**src/rtl/gb_apu_pulse_ctrl.sv**
```systemverilog
// Register bank and frame-sequencer controller for one APU pulse channel.
// Ports:
//   clk, reset          - clock and synchronous active-high reset
//   apu_on              - APU power (NR52 bit 7); low clears the bank and sequencer
//   div_tick            - one-cycle 512 Hz frame-sequencer event
//   wr_en, rd_en, addr, wdata, rdata - register port; addr 0..4 = NR10..NR14
//   enable              - channel-active status from the pulse channel
//   ch_active, dac_en   - status derived from NR12 and enable
//   clk_length_ctr, clk_sweep, clk_vol_env - frame-sequencer strobes
//   sweep_*/wave_duty/length/initial_volume/envelope_*/frequency/single - fields
//   length_load, start  - one-cycle strobes on NR11 write / NR14 trigger
module gb_apu_pulse_ctrl #(
  parameter bit HAS_SWEEP = 1'b1
) (
  input  logic        clk,
  input  logic        reset,
  input  logic        apu_on,
  input  logic        div_tick,
  input  logic        wr_en,
  input  logic        rd_en,
  input  logic [2:0]  addr,
  input  logic [7:0]  wdata,
  output logic [7:0]  rdata,
  input  logic        enable,
  output logic        ch_active,
  output logic        dac_en,
  output logic        clk_length_ctr,
  output logic        clk_sweep,
  output logic        clk_vol_env,
  output logic [2:0]  sweep_time,
  output logic        sweep_decreasing,
  output logic [2:0]  num_sweep_shifts,
  output logic [1:0]  wave_duty,
  output logic [5:0]  length,
  output logic        length_load,
  output logic [3:0]  initial_volume,
  output logic        envelope_increasing,
  output logic [2:0]  num_envelope_sweeps,
  output logic [10:0] frequency,
  output logic        single,
  output logic        start
);

  localparam int unsigned STEP_W = 3;
  localparam int unsigned FREQ_W = 11;

  localparam logic [2:0] ADDR_NR10 = 3'd0;
  localparam logic [2:0] ADDR_NR11 = 3'd1;
  localparam logic [2:0] ADDR_NR12 = 3'd2;
  localparam logic [2:0] ADDR_NR13 = 3'd3;
  localparam logic [2:0] ADDR_NR14 = 3'd4;

  logic [6:0]        nr10_q, nr10_d;
  logic [1:0]        duty_q, duty_d;
  logic [5:0]        length_q, length_d;
  logic [7:0]        nr12_q, nr12_d;
  logic [FREQ_W-1:0] freq_q, freq_d;
  logic              single_q, single_d;
  logic [STEP_W-1:0] step_q, step_d;
  logic              len_stb_q, len_stb_d;
  logic              sweep_stb_q, sweep_stb_d;
  logic              env_stb_q, env_stb_d;
  logic              start_q, start_d;
  logic              length_load_q, length_load_d;
  logic [7:0]        rdata_q, rdata_d;

  // Next-state: read mux, register writes, frame sequencer.
  always_comb begin
    nr10_d        = nr10_q;
    duty_d        = duty_q;
    length_d      = length_q;
    nr12_d        = nr12_q;
    freq_d        = freq_q;
    single_d      = single_q;
    step_d        = step_q;
    rdata_d       = rdata_q;
    len_stb_d     = 1'b0;
    sweep_stb_d   = 1'b0;
    env_stb_d     = 1'b0;
    start_d       = 1'b0;
    length_load_d = 1'b0;

    // Read uses current register state, so a same-cycle write is not visible.
    if (rd_en) begin
      case (addr)
        ADDR_NR10: rdata_d = HAS_SWEEP ? {1'b1, nr10_q} : 8'hFF;
        ADDR_NR11: rdata_d = {duty_q, 6'h3F};
        ADDR_NR12: rdata_d = nr12_q;
        ADDR_NR14: rdata_d = {1'b1, single_q, 6'h3F};
        default:   rdata_d = 8'hFF;
      endcase
    end

    if (!apu_on) begin
      nr10_d   = '0;
      duty_d   = '0;
      length_d = '0;
      nr12_d   = '0;
      freq_d   = '0;
      single_d = 1'b0;
      step_d   = '0;
    end else begin
      if (wr_en) begin
        case (addr)
          ADDR_NR10: if (HAS_SWEEP) nr10_d = wdata[6:0];
          ADDR_NR11: begin
            duty_d        = wdata[7:6];
            length_d      = wdata[5:0];
            length_load_d = 1'b1;
          end
          ADDR_NR12: nr12_d = wdata;
          ADDR_NR13: freq_d[7:0] = wdata;
          ADDR_NR14: begin
            freq_d[10:8] = wdata[2:0];
            single_d     = wdata[6];
            start_d      = wdata[7];
          end
          default: ;
        endcase
      end

      // Length on even steps, sweep on 2 and 6, envelope on 7.
      if (div_tick) begin
        len_stb_d   = ~step_q[0];
        sweep_stb_d = HAS_SWEEP && (step_q[1:0] == 2'd2);
        env_stb_d   = (step_q == 3'd7);
        step_d      = step_q + STEP_W'(1);
      end
    end
  end

  // State register with synchronous reset.
  always_ff @(posedge clk) begin
    if (reset) begin
      nr10_q        <= '0;
      duty_q        <= '0;
      length_q      <= '0;
      nr12_q        <= '0;
      freq_q        <= '0;
      single_q      <= 1'b0;
      step_q        <= '0;
      rdata_q       <= '0;
      len_stb_q     <= 1'b0;
      sweep_stb_q   <= 1'b0;
      env_stb_q     <= 1'b0;
      start_q       <= 1'b0;
      length_load_q <= 1'b0;
    end else begin
      nr10_q        <= nr10_d;
      duty_q        <= duty_d;
      length_q      <= length_d;
      nr12_q        <= nr12_d;
      freq_q        <= freq_d;
      single_q      <= single_d;
      step_q        <= step_d;
      rdata_q       <= rdata_d;
      len_stb_q     <= len_stb_d;
      sweep_stb_q   <= sweep_stb_d;
      env_stb_q     <= env_stb_d;
      start_q       <= start_d;
      length_load_q <= length_load_d;
    end
  end

  assign rdata               = rdata_q;
  assign dac_en              = (nr12_q[7:3] != 5'd0);
  assign ch_active           = enable & dac_en;
  assign clk_length_ctr      = len_stb_q;
  assign clk_sweep           = sweep_stb_q;
  assign clk_vol_env         = env_stb_q;
  assign sweep_time          = nr10_q[6:4];
  assign sweep_decreasing    = nr10_q[3];
  assign num_sweep_shifts    = nr10_q[2:0];
  assign wave_duty           = duty_q;
  assign length              = length_q;
  assign length_load         = length_load_q;
  assign initial_volume      = nr12_q[7:4];
  assign envelope_increasing = nr12_q[3];
  assign num_envelope_sweeps = nr12_q[2:0];
  assign frequency           = freq_q;
  assign single              = single_q;
  assign start               = start_q;

endmodule

```
**config.mk**
```make
export PLATFORM = sky130hd
export DESIGN_NAME = gb_apu_pulse_ctrl
export DESIGN_NICKNAME = d
export VERILOG_FILES = /design/src/rtl/gb_apu_pulse_ctrl.sv
export SDC_FILE = /design/constraint.sdc
export NUM_CORES = 1
export LEC_CHECK = 0
export BUFFER_PORTS_ARGS = -buffer_cell sky130_fd_sc_hd__buf_2
export CORE_UTILIZATION = 40
export CTS_CLUSTER_DIAMETER = 120
export DETAILED_ROUTE_END_ITERATION = 10
export GPL_TIMING_DRIVEN = 0
export PLACE_DENSITY = 0.74
export SLEW_MARGIN = 5
export SYNTH_ARGS = -nofsm -noshare
export SYNTH_HDL_FRONTEND = slang
export SYNTH_SLANG_ARGS = --single-unit
export TNS_END_PERCENT = 20
```
**constraint.sdc**
```tcl
create_clock -name clk -period 1.23 [get_ports clk]
set_input_delay 0 -clock clk [delete_from_list [all_inputs] [get_ports clk]]
set_output_delay 0 -clock clk [all_outputs]
set_load 0.01 [all_outputs]
```
==> flow_summary.json <==
{
  "status": "finished, final reports clean",
  "io_pins": 68,
  "cp_max_fo": 2,
  "finalInstanceArea_um2": 2670,
  "r2r-start": "nr12_q[7]$_SDFFE_PP0P_",
  "setup_viol": 0,
  "routed_via_density": 4.74,
  "drt_iter0_drc": 62,
  "fin_skew_ns": 0.00499,
  "endpoint_kind": "primary output",
  "clockBufferDepth": 2,
  "portBuffers": 65,
  "total_power_mw": 3.35,
  "async_flop_share_pct": 0,
  "powerDensity_nw_per_um2": 1250,
  "required_ns": 1.23,
  "gp_congestion": 0.824,
  "path_clk_slew_ns": 0.09,
  "worstHoldStart": "reset",
  "routed_wl_mm": 4.85,
  "grt_max_degree": 16,
  "cts.sinks": 51,
  "hold_class": "in -> reg",
  "fp.dieH_um": 73.1,
  "core-area_um2": 4790,
  "cpMaxStageDelayCell": "dfxtp_4",
  "overflow": 0,
  "grt_pass1_vias": 1478,
  "relSlewSlack_pct": 67.1,
  "maxCapViolCount": 0,
  "fin_cells": 363,
  "max-vdd-ir-drop_uv": 664,
  "drtPass1Iterations": 5,
  "max_freq_mhz": 840,
  "synth_top_area_cell": "dfxtp_1",
  "finalCritPeriodShare_pct": 96.7,
  "synth-seq-cells": 51,
  "ys.flop_type": "dfxtp_1",
  "r2r_setup_slack_ns": 0.04,
  "synthTopCellsByArea": "dfxtp_1, mux2i_1, nand2_1",
  "synth_nets": 235,
  "vias": 1721,
  "max_stage_delay_ns": 0.36,
  "utilization_pct": 55.8,
  "cts_tree": "done",
  "dieArea_um2": 5340,
  "cts_buffers": 5,
  "ys_seq_area_share_pct": 50.5,
  "crit_type": "reg -> out",
  "grt_pass1_wl_mm": 7.61,
  "avgSynthCellArea_um2": 9.44,
  "final_nets": 316,
  "cts-root-buf": "clkbuf_8",
  "synth_cell_types": 29,
  "synth_top_cell_area_share_pct": 50.5,
  "grt_usage_pct": 19.0,
  "ant_nets": 0,
  "hold_depth": 2,
  "worst_ep_arrival_time_ns": 1.19,
  "leakagePower_nw": 1.19,
  "finalHoldViolations": 0,
  "clock_latency_ns": 0.30,
  "rsz0062_at_grt": "yes",
  "rows": 25,
  "top_layer": "met4",
  "start_kind": "register",
  "placed_cell_area_um2": 2430,
  "diodes": 0,
  "wl_met2_mm": 2.35,
  "synth_edf_count": 0,
  "rr_worst_depth": 3,
  "dp_cells": 346,
  "cp_cell_sequence": "nor3_4, nand2_1, and2_1, buf_2",
  "period_needed_ns": 1.19,
  "drc": 0,
  "drt-met1-wl_mm": 2.18,
  "yosys_warnings": 0,
  "start_util_pct": 42.2,
  "slew_viol_final": 0,
  "antenna_found_initial": 0,
  "holdPathEnd": "rdata[2]$_SDFFE_PP0P_",
  "met3WireLength_um": 276,
  "drive_gt1_share_pct": 34.5,
  "synth_area_um2": 2020,
  "rr_endpoint": "rdata[7]$_SDFFE_PP0P_",
  "syn_inst": 214,
  "syn2layout_area_growth_pct": 32.2,
  "hold_ws_ns": 0.0147,
  "cts_max_level": 2,
  "die_w_um": 73.1,
  "worst_pin_slew_ns": 0.494,
  "dp_hpwl_mm": 3.53,
  "wl_per_cell_um": 13.4
}
==> synth_stat cells, types with 2 or more instances <==
cell,number
a211oi_1,2
a21oi_1,19
and3_1,4
and4bb_2,3
buf_2,7
buf_4,3
clkbuf_1,5
dfxtp_1,51
ha_1,3
mux2_2,6
mux2i_1,21
nand2_1,33
nor2_1,33
o22ai_1,6
or3b_1,2
or3b_2,3
==> repair_timing <==
| action | CTS | global route |
|---|---|---|
| resized for setup | 0 | 7 |
| hold buffers | 8 | 0 |
| endpoints found under the setup margin | 0 | 2 |
| hold endpoints to repair | 16 | 0 |
| setup buffers | 0 | 1 |
==> per-stage QoR <==
stage	setup slack, ns	TNS (ns)
6_report	0.0402	0
5_1_grt	-0.0227	-0.0227
4_1_cts	0.00226	0
3_5_place_dp	0.0498	0
3_3_place_gp	0.0780	0
2_1_floorplan	0.0922	0
==> report_power, final <==
part	switching, mW	internal (mW)	leakage [nW]
Combinational	0.167	0.136	0.704
Sequential	0.0193	1.68	0.416
Clock	0.529	0.813	0.0654
Total	0.715	2.63	1.19
==> worst max path at each step <==
| stage | startpoint | depth (start not counted) | slack [ns] | to |
|---|---|---|---|---|
| 2_1_floorplan | nr12_q[7]$_SDFFE_PP0P_ | 3 | 0.09 | rdata[7]$_SDFFE_PP0P_ |
| 3_3_place_gp | nr12_q[7]$_SDFFE_PP0P_ | 3 | 0.08 | rdata[7]$_SDFFE_PP0P_ |
| 3_5_place_dp | nr12_q[7]$_SDFFE_PP0P_ | 3 | 0.05 | rdata[7]$_SDFFE_PP0P_ |
| 4_1_cts | nr12_q[3]$_SDFFE_PP0P_ | 4 | 0.002 | ch_active |
| 5_1_grt | nr12_q[4]$_SDFFE_PP0P_ | 4 | -0.02 | ch_active |
| 6_report | nr12_q[4]$_SDFFE_PP0P_ | 4 | 0.04 | ch_active |
==> cell type report <==
cell class / instances / area, um2
repair buffers: 74 / 413
well taps: 67 / 83.8
inverters: 1 / 3.75
clock buffers: 6 / 72.6
multi-input cells: 145 / 920
flip-flops and latches: 51 / 1030
plain buffers: 17 / 91.3
fillers: 452 / 2110
clock inverters: 2 / 60.1
==> kinds of logic after synthesis <==
group | after synthesis | synth area share [%]
AO/OA/AOI/OAI | 28 | 7.80
AND/OR/NAND/NOR | 86 | 20.9
multiplexers | 27 | 13.7
buffers and inverters | 18 | 4.71
XOR/XNOR | 1 | 0.434
adder cells (fa/ha/maj) | 3 | 1.86
flip-flops | 51 | 50.5
==> cell usage in the layout, fill, tap and decap left out, types with 4 or more instances in the layout <==
cell,instances
clkbuf_1,6
nor2_1,33
buf_2,72
and3_1,4
dfxtp_1,48
mux2i_1,21
a21oi_1,18
dlygate4sd3_1,8
nand2_1,33
clkbuf_8,5
mux2_2,6
buf_4,4
o22ai_1,6
==> state kept, by name, summed over array words and instances (netlist names) <==
name,count
nr10_q,7
clk_vol_env,1
step_q,3
length_load,1
start,1
rdata,8
length,6
single,1
wave_duty,2
frequency,11
clk_length_ctr,1
clk_sweep,1
nr12_q,8
==> layer usage <==
metal	vias up	global-route usage, %
met1	781	24.8
met2	49	31.4
met3	5	4.56
met5	-	0
li1	886	-
met4	0	5.23
==> worst max-delay path, delay by kind of cell, from the launching register on <==
kind | cells | cell delay [ns]
flops | 1 | 0.36
buf+inv | 1 | 0.13
simple gates | 3 | 0.41
Note: power is estimated with default switching activity, not from simulation.
